## src/rtl/fifo_ctrl_pkg.sv

```systemverilog
// Shared types and defaults for the FIFO access scheduler.
package fifo_ctrl_pkg;

  localparam int unsigned N_REQ_DEF = 4;
  localparam int unsigned DW_DEF    = 32;
  localparam int unsigned DEPTH_DEF = 8;

  typedef enum logic [1:0] {INIT, RUN, FLUSH} state_t;
  typedef enum logic {OP_RD, OP_WR} op_t;

  // Index width for n requesters; never zero so single-bit pointers stay legal.
  function automatic int unsigned idx_w(input int unsigned n);
    return (n > 1) ? $clog2(n) : 1;
  endfunction

endpackage

```

## src/rtl/rr_arbiter.sv

```systemverilog
// Combinational round-robin picker: first eligible requester at or after ptr.
module rr_arbiter #(
  parameter int unsigned N_REQ = 4,
  parameter int unsigned PW    = 2
) (
  input  logic [N_REQ-1:0] req,
  input  logic [N_REQ-1:0] mask,
  input  logic [PW-1:0]    ptr,
  output logic [N_REQ-1:0] gnt,
  output logic [PW-1:0]    idx,
  output logic             any
);

  logic [N_REQ-1:0] elig;

  function automatic logic [PW-1:0] wrap(input logic [PW-1:0] p, input int unsigned k);
    int unsigned s;
    s = 32'(p) + k;
    if (s >= N_REQ) s = s - N_REQ;
    return PW'(s);
  endfunction

  always_comb begin
    gnt  = '0;
    idx  = '0;
    any  = 1'b0;
    elig = req & ~mask;
    for (int unsigned k = 0; k < N_REQ; k++) begin
      if (!any && elig[wrap(ptr, k)]) begin
        any = 1'b1;
        idx = wrap(ptr, k);
        gnt[wrap(ptr, k)] = 1'b1;
      end
    end
  end

endmodule

```

## src/rtl/fifo_access_ctrl.sv

```systemverilog
// Shares one FIFO buffer between N_REQ writers and a single reader, one op per clock,
// tracking occupancy locally and owning the buffer's enable and clear.
module fifo_access_ctrl
  import fifo_ctrl_pkg::*;
#(
  parameter int unsigned N_REQ = N_REQ_DEF,
  parameter int unsigned DW    = DW_DEF,
  parameter int unsigned DEPTH = DEPTH_DEF,
  parameter int unsigned LW    = $clog2(DEPTH + 1)
) (
  input  logic               Clk,
  input  logic               Rst,
  input  logic [N_REQ-1:0]   wr_req,
  input  logic [N_REQ*DW-1:0] wr_data,
  output logic [N_REQ-1:0]   wr_gnt,
  input  logic               rd_req,
  output logic               rd_valid,
  output logic [DW-1:0]      rd_data,
  input  logic               flush,
  output logic               empty,
  output logic               full,
  output logic [LW-1:0]      level,
  output logic               fifo_en,
  output logic               fifo_rst,
  output logic               fifo_wr,
  output logic               fifo_rd,
  output logic [DW-1:0]      fifo_din,
  input  logic [DW-1:0]      fifo_dout
);

  localparam int unsigned PW = idx_w(N_REQ);
  localparam logic [LW-1:0] LVL_FULL   = LW'(DEPTH);
  localparam logic [LW-1:0] LVL_ALMOST = LW'(DEPTH - 1);

  state_t           state;
  op_t              last_op;
  logic [PW-1:0]    rr_ptr;
  logic [N_REQ-1:0] arb_gnt;
  logic [PW-1:0]    arb_idx;
  logic             arb_any;
  logic [PW-1:0]    next_ptr;
  logic [DW-1:0]    win_data;
  logic             can_rd;
  logic             can_wr;
  logic             do_rd;
  logic             do_wr;

  // A requester granted last cycle still shows wr_req this cycle, so it is masked out.
  rr_arbiter #(.N_REQ(N_REQ), .PW(PW)) u_arb (
    .req  (wr_req),
    .mask (wr_gnt),
    .ptr  (rr_ptr),
    .gnt  (arb_gnt),
    .idx  (arb_idx),
    .any  (arb_any)
  );

  assign win_data = wr_data[32'(arb_idx) * DW +: DW];
  assign next_ptr = (arb_idx == PW'(N_REQ - 1)) ? '0 : arb_idx + PW'(1);

  assign can_rd = rd_req && (level != '0);
  assign can_wr = arb_any && (level != LVL_FULL);

  // Contended cycles alternate, except one-below-full drains first to keep writes flowing.
  always_comb begin
    do_rd = 1'b0;
    do_wr = 1'b0;
    if (state == RUN && !flush) begin
      if (can_rd && can_wr) begin
        if (level == LVL_ALMOST || last_op == OP_WR) do_rd = 1'b1;
        else                                         do_wr = 1'b1;
      end else begin
        do_rd = can_rd;
        do_wr = can_wr;
      end
    end
  end

  always_ff @(posedge Clk or posedge Rst) begin
    if (Rst) begin
      state    <= INIT;
      last_op  <= OP_RD;
      rr_ptr   <= '0;
      level    <= '0;
      wr_gnt   <= '0;
      rd_valid <= 1'b0;
      fifo_en  <= 1'b0;
      fifo_rst <= 1'b0;
      fifo_wr  <= 1'b0;
      fifo_rd  <= 1'b0;
      fifo_din <= '0;
    end else begin
      wr_gnt   <= '0;
      fifo_wr  <= 1'b0;
      fifo_rd  <= 1'b0;
      fifo_rst <= 1'b0;
      rd_valid <= fifo_rd;
      case (state)
        INIT: begin
          fifo_en  <= 1'b1;
          fifo_rst <= 1'b1;
          state    <= RUN;
        end
        RUN: begin
          fifo_en <= 1'b1;
          if (flush) begin
            state <= FLUSH;
          end else if (do_wr) begin
            fifo_wr  <= 1'b1;
            fifo_din <= win_data;
            wr_gnt   <= arb_gnt;
            rr_ptr   <= next_ptr;
            level    <= level + LW'(1);
            last_op  <= OP_WR;
          end else if (do_rd) begin
            fifo_rd <= 1'b1;
            level   <= level - LW'(1);
            last_op <= OP_RD;
          end
        end
        FLUSH: begin
          fifo_en  <= 1'b1;
          fifo_rst <= 1'b1;
          level    <= '0;
          state    <= RUN;
        end
        default: state <= INIT;
      endcase
    end
  end

  assign empty   = (level == '0);
  assign full    = (level == LVL_FULL);
  assign rd_data = fifo_dout;

endmodule

```

## config.mk

```make
export PLATFORM = sky130hd
export DESIGN_NAME = fifo_access_ctrl
export DESIGN_NICKNAME = d
export VERILOG_FILES = /design/src/rtl/fifo_ctrl_pkg.sv /design/src/rtl/rr_arbiter.sv /design/src/rtl/fifo_access_ctrl.sv
export SDC_FILE = /design/constraint.sdc
export NUM_CORES = 1
export LEC_CHECK = 0
export CAP_MARGIN = 20
export CORE_MARGIN = 10
export CORE_UTILIZATION = 41
export DETAILED_ROUTE_END_ITERATION = 7
export PLACE_DENSITY = 0.94
export SLEW_MARGIN = 0
export SYNTH_ARGS = -nofsm -noshare
export SYNTH_HDL_FRONTEND = slang
export SYNTH_SLANG_ARGS = --single-unit
```

## constraint.sdc

```tcl
create_clock -name Clk -period 4.4 [get_ports Clk]
set_input_delay 0.66 -clock Clk [delete_from_list [all_inputs] [get_ports Clk]]
set_output_delay 0.66 -clock Clk [all_outputs]
set_load 0.02 [all_outputs]
```

==> run metrics, run 1 <==
share of cells above drive strength 1 between 6 and 7%; diodes inserted 0; CP Max Fanout 32; global-route wire length before repair between 30,000 and 40,000 µm; Remaining DRCs 0; relative slew slack between 40 and 50%; Arr. time, crit path around 4.3 ns; Leak 2.678 nW; synth top area cells dfrtp_1 26%, mux2i_1 14%, o221ai_1 11%, a2111o_1 7.4%, a32o_1 6.6%; Critical Path Start Type register; Worst VDD drop 391.6 µV; Setup Crit Path Kind register to register; IO buf count around 180; vias about 5.4k; EDFF count, synth 0; Nets 806; Starting Density about 42%; grt ovf 0; async set or reset register ratio after synthesis between 90% and 100%; fin crit share roughly 93%; cell family with most CP delay simple AND/OR/NAND/NOR gates; Die Footprint around 17,000 µm²; status finished clean; CTS resizes 0; internal cell power 2.402 mW; Net Sw Frac 47.51%; post-synth top area share between 20% and 30%; Detailed Route WL between 15,000 and 20,000 µm; Max Clk Rate between 0.2 and 0.25 GHz; Area growth, synth to finish 38.05%; Hold Path Class register to register; RSZ-0062 raised after global routing no; commonest non-fill, non-tap cell in the layout clkdlybuf4s50_1; post-CTS setup buffers 0; Synth area leader dfrtp_1; commonest non-fill, non-tap cells in the layout 182 x clkdlybuf4s50_1, 67 x mux2i_1, 64 x o221ai_1, 49 x dfrtp_1, 36 x nor2_1; Worst path max stage delay around 0.7 ns; Clock power frac 11.4%; Die Span Y around 130 µm; CTS root buf clkbuf_16; H-tree depth 2; post-route minimum period around 4.1 ns; DR pass1 iterations 7; Synthesized Nets 688; worst slew pin tran approximately 0.9 ns; Worst setup EP type register; num ports between 200 and 250; Row Count 39; max cap viols 0; Clock Latency Late Sink about 0.3 ns; Clock Pin Slew Worst Setup and Hold Paths ~0.08 ns; Logic pwr share 70.3%; CP bufs+invs 2; Die X roughly 130 µm; PnR Total Power about 4.6 mW; Wirelength per Cell 25.88 µm; Post-Synthesis Cell Area between 4000 and 5000 µm²; Syn. warnings 0; CTS sink cnt 50; sw power about 2.2 mW; CTS tree built; #FFs+latches synth 50; CP required 4.64 ns; final hold vios 0; largest net degree at the start of global routing 55; worst-path cell chain inv_1 -> ha_1 -> nand2b_1 -> nor4_1 -> a22o_1 -> or3_1 -> buf_8 -> and2_4 -> a2111o_1; Seq pwr share between 10% and 20%; Core ar. roughly 12,000 µm²; CTS Buf Count 5; 1st-iter DRT viols 648; initial antenna violation count 0; Cells after Synth 509; clk_skew 0.008631 ns; Seq/Total Area, Yosys between 20 and 30%; Final Core Density 58.37%; dominant synthesized flop cell dfrtp_1; setup violators final 0; maximum root-to-sink buffer count 2; slowest CP cell or3_1; Via density between 7 and 8; P per Cell Area between 600 and 700 nW/µm²; Synth Area per Inst between 9 and 10 µm²; Synth cell types 45; Routability Congestion between 0.8 and 0.9; Total GRT Usage approximately 22%; vias in the first global route 5,560; Final Max Slew Viols 0; CTS Hold Bufs 0; Post-DP HPWL 14,000 µm; Fin Setup TNS 0 ns; Post-DRT Antenna Nets 0
## Yosys cell counts, types with 2 or more instances
cell and count:
xnor2_1 2, nor4_1 2, dfrtp_1 50, o21ai_0 11
buf_6 9, nor3_1 4, mux4_2 2, nand2b_1 7
inv_2 2, buf_4 32, ha_1 10, nand3_1 8
clkbuf_1 32, nor2b_4 2, a32o_1 32, buf_2 13
a221oi_1 33, mux2i_1 67, inv_1 7, or3_1 2
nand2_1 9, o221ai_1 64, a21oi_1 14, nor2_1 37
a222oi_1 4, nor2b_1 4, a2111o_1 32
## cell type report
cell class / count / area [µm²]
Clock buffer: 5 / 125.1
Clock inverter: 3 / 68.82
Fill cell: 952 / 4815
Inverter: 9 / 33.78
Multi-Input combinational cell: 363 / 3110
Sequential cell: 50 / 1255
Tap cell: 143 / 178.9
Timing Repair Buffer: 198 / 1978
## per-layer routing
metal / vias up / global-route usage [%] / part of all wire, %
met3: 60 / 7.300 / 12
met5: - / 0 / 0
met1: 2611 / 25.02 / 36
met2: 400 / 38.04 / 48
li1: 2346 / - / -
met4: 0 / 9.632 / 3.5
## worst register-to-register path, delay by kind of cell (launching register included)
| kind | cells | cell delay (ns) |
|---|---|---|
| DFF | 1 | 0.52 |
| AOI/OAI and AO/OA | 2 | 0.64 |
| buffers and inverters | 2 | 0.48 |
| and+or+nand+nor | 4 | 1.88 |
| adders and majority gates | 1 | 0.51 |
## power by group through the flow
stage	sequential [mW]	combinational [mW]	clock, mW
6_report	0.838	3.22	0.522
5_1_grt	0.860	3.44	0.547
3_3_place_gp	0.825	3.02	0
3_5_place_dp	0.836	3.18	0
4_1_cts	0.830	3.19	0.532
2_1_floorplan	0.974	2.04	0
## per-stage QoR
step / setup WS (ns) / instance area (µm²) / instances / hold WS (ns)
floorplan: 0.7221 / 4890 / 509 / 0.4481
global placement: 0.3361 / 6510 / 760 / 0.3641
detailed placement: 0.4702 / 6556 / 763 / 0.3623
CTS: 0.4009 / 6750 / 771 / 0.3793
global route: 0.1085 / 6750 / 771 / 0.3909
finish: 0.3205 / 6750 / 771 / 0.3797
## kinds of logic (layout without fill, tap and decap cells)
group,Yosys count,after routing,share of synthesized area (%)
AOI/OAI and AO/OA,199,199,36.54
xor gates and xnor gates,2,2,0.3583
adders and majority gates,11,11,2.968
buffers and inverters,96,215,11.54
DFF,50,50,25.59
muxes,69,69,14.64
and+or+nand+nor,82,82,8.368
## state kept, by name (all words and copies together) (netlist names), named ones only
register	cells
fifo_din	32
fifo_en	1
fifo_rd	1
fifo_rst	1
fifo_wr	1
last_op	1
level	4
rd_valid	1
rr_ptr	1
state	2
wr_gnt	4
## path summary, 6_finish.rpt
kind | start | end | slack [ns] | cells after the start
setup / recovery | rr_ptr[1]$_DFFE_PP0P_ | fifo_din[15]$_DFFE_PP0P_ | 0.32 | 9
hold / removal | fifo_rd$_DFF_PP0_ | rd_valid$_DFF_PP0_ | 0.38 | 0
setup reg to reg | rr_ptr[1]$_DFFE_PP0P_ | fifo_din[15]$_DFFE_PP0P_ | 0.32 | 9
hold reg to reg | fifo_rd$_DFF_PP0_ | rd_valid$_DFF_PP0_ | 0.38 | 0
max in group asynchronous | Rst | async pin | 3.05 | 3
min in group asynchronous | Rst | fifo_din[22]$_DFFE_PP0P_ | 0.75 | 2
Power figures use the tool's default switching activity.
==> run 2: changes to the inputs <==
--- a/config.mk
+++ b/config.mk
@@ -8,6 +8,7 @@
 export CAP_MARGIN = 20
 export CORE_MARGIN = 10
 export CORE_UTILIZATION = 41
+export CTS_CLUSTER_DIAMETER = 200
 export DETAILED_ROUTE_END_ITERATION = 7
 export PLACE_DENSITY = 0.94
 export SLEW_MARGIN = 0
==> results of run 2 <==
No change in the layout: final DEF, timing and power equal those of run 1.
==> run 3: changes to the inputs <==
--- a/config.mk
+++ b/config.mk
@@ -7,10 +7,11 @@
 export LEC_CHECK = 0
 export CAP_MARGIN = 20
 export CORE_MARGIN = 10
-export CORE_UTILIZATION = 41
-export CTS_CLUSTER_DIAMETER = 200
+export CORE_UTILIZATION = 42
+export CTS_BUF_LIST = sky130_fd_sc_hd__clkbuf_8
+export CTS_CLUSTER_DIAMETER = 60
 export DETAILED_ROUTE_END_ITERATION = 7
-export PLACE_DENSITY = 0.94
+export PLACE_DENSITY = 0.95
 export SLEW_MARGIN = 0
 export SYNTH_ARGS = -nofsm -noshare
 export SYNTH_HDL_FRONTEND = slang
==> run metrics, run 3 (synthesized netlist as in run 1, its figures left out) <==
status finished clean; Area growth, synth to finish 37.23%; global-route wire length before repair 29,770 µm (-2.0%); wire length on met1 7082 µm (-1.6%); WL met3 1888 µm (-21%); Post-DP HPWL 13,650 µm (-2.5%); Clock Latency Late Sink 0.32 ns (+0.02 ns); Die X 127.9 µm (-1.0%); commonest non-fill, non-tap cells in the layout 182 x clkdlybuf4s50_1, 67 x mux2i_1, 64 x o221ai_1, 49 x dfrtp_1, 36 x nor2_1; Clock Pin Slew Worst Setup and Hold Paths 0.10 ns (+0.02 ns); Remaining DRCs 0 (unchanged); CTS Hold Bufs 0 (unchanged); slowest CP cell nor3_2; Hold Path Class register to register; Starting Density 42.82% (+0.54 points); Nets 806 (unchanged); vias 5,432 (+0.28%); Worst Setup SP rr_ptr[1]$_DFFE_PP0P_; CTS root buf clkbuf_8; Met2 Wirelength 9384 µm (-2.7%); Leak 2.660 nW (-0.68%); clk_skew 0.007081 ns (-0.001551 ns); H-tree depth 2 (unchanged); DR pass1 iterations 6 (-1); vias in the first global route 5,729 (+3.0%); largest net degree at the start of global routing 76 (+38%); maximum root-to-sink buffer count 2 (unchanged); max reg flops 32 (unchanged); worst-path cell chain inv_1 -> ha_1 -> mux4_2 -> nor2b_4 -> nor3_2 -> buf_4 -> a32o_1 -> a2111o_1; Max Clk Rate 0.2647 GHz (+8.0%); Cells after DPL 762 (-0.13%); Core ar. 11,420 µm² (-1.3%); CTS tree built; Die Span Y 127.9 µm (-1.0%); P per Cell Area 664.6 nW/µm² (-2.0%); Top reg by flops fifo_din; fill count 937 (-1.6%); Final Max Slew Viols 0 (unchanged); Total GRT Usage 21.90% (-0.40 points); Worst setup EP type register; Critical Path Start Type register; Row Count 39 (unchanged); reg2reg start rr_ptr[1]$_DFFE_PP0P_; commonest non-fill, non-tap cell in the layout clkdlybuf4s50_1; Setup Crit Path Kind register to register; RSZ-0062 raised after global routing no; Die Footprint 16,360 µm² (-2.0%); Worst VDD drop 434.9 µV (+11%); setup violators final 0 (unchanged); relative slew slack 25.34% (-16 points); post-route minimum period 3.778 ns (-0.3019 ns); hold path startpoint fifo_rd$_DFF_PP0_; Wirelength per Cell 24.82 µm (-4.1%); CP Max Fanout 19 (-41%); post-CTS setup buffers 0 (unchanged); initial antenna violation count 1 (+1); grt ovf 0 (unchanged); Routability Congestion 0.8826 (+3.0%); Worst path max stage delay 0.91 ns (+0.19 ns); Detailed Route WL 19,160 µm (-4.0%); max cap viols 0 (unchanged); 1st-iter DRT viols 703 (+8.5%); Non-Filler Instances 772 (+0.13%); CTS resizes 0 (unchanged); final hold vios 0 (unchanged); biggest regs fifo_din: 32 flops, level: 4 flops, wr_gnt: 4 flops; share of cells above drive strength 1 6.210% (unchanged); Via density 7.036 (+0.15%); Fin Setup TNS 0 ns (unchanged); worst slew pin tran 1.114 ns (+0.2319 ns); Arr. time, crit path 4.03 ns (-0.28 ns); fin crit share 85.85% (-6.9 points); IO buf count 182 (unchanged); CP required 4.66 ns (+0.02 ns); CTS sink cnt 50 (unchanged); CTS Buf Count 5 (unchanged); Post-DRT Antenna Nets 0 (unchanged); num ports 247 (unchanged); DR top layer met4; Final Core Density 58.77% (+0.40 points)
[run 3: report_power, final]
| part | internal (mW) | total [mW] | switching [mW] |
|---|---|---|---|
| combinational | 1.43 | 3.24 | 1.80 |
| clock | 0.243 | 0.421 | 0.178 |
| sequential | 0.648 | 0.803 | 0.155 |
[run 3: critical path, delay by kind of cell (launching register included)]
kind	cells	cell delay, ns
AND/OR/NAND/NOR	2	1.11
buffers and inverters	2	0.65
multiplexers	1	0.58
flip-flops	1	0.54
adder cells (fa/ha/maj)	1	0.49
AO/OA/AOI/OAI	2	0.33
[run 3: final cells by class]
| cell class | count | area [µm²] | area share, % |
|---|---|---|---|
| Timing Repair Buffer | 198 | 1987 | 29.61 |
| Multi-Input combinational cell | 363 | 3110 | 46.35 |
| Sequential cell | 50 | 1255 | 18.70 |
| Antenna cell | 1 | 2.502 | 0.03729 |
| Clock buffer | 6 | 82.58 | 1.231 |
| Inverter | 9 | 33.78 | 0.5034 |
| Tap cell | 143 | 178.9 | 2.666 |
| Clock inverter | 2 | 60.06 | 0.8950 |
[run 3: through the flow]
| stage | setup WS [ns] | hold WS (ns) | cell area, µm² | power [mW] |
|---|---|---|---|---|
| finish | 0.6224 | 0.3840 | 6710 | 4.459 |
| CTS | 0.2201 | 0.3860 | 6680 | 4.391 |
| global placement | 0.4074 | 0.3637 | 6518 | 3.805 |
| global route | 0.4504 | 0.3959 | 6710 | 4.740 |
| detailed placement | 0.1437 | 0.3630 | 6538 | 3.961 |
| floorplan | 0.7221 | 0.4481 | 4890 | 3.018 |
[run 3: worst paths after layout]
kind	to	slack, ns	depth (start not counted)
max	fifo_din[27]$_DFFE_PP0P_	0.62	8
min	rd_valid$_DFF_PP0_	0.38	0
max reg2reg	fifo_din[27]$_DFFE_PP0P_	0.62	8
min reg2reg	rd_valid$_DFF_PP0_	0.38	0
max in group asynchronous	async pin	3.14	3
min in group asynchronous	wr_gnt[1]$_DFF_PP0_	0.69	2
[run 3: layer usage]
layer | up-vias | track usage, %
li1 | 2323 | -
met1 | 2665 | 24.39
met2 | 363 | 37.19
met3 | 81 | 6.493
met4 | 0 | 10.93
met5 | - | 0
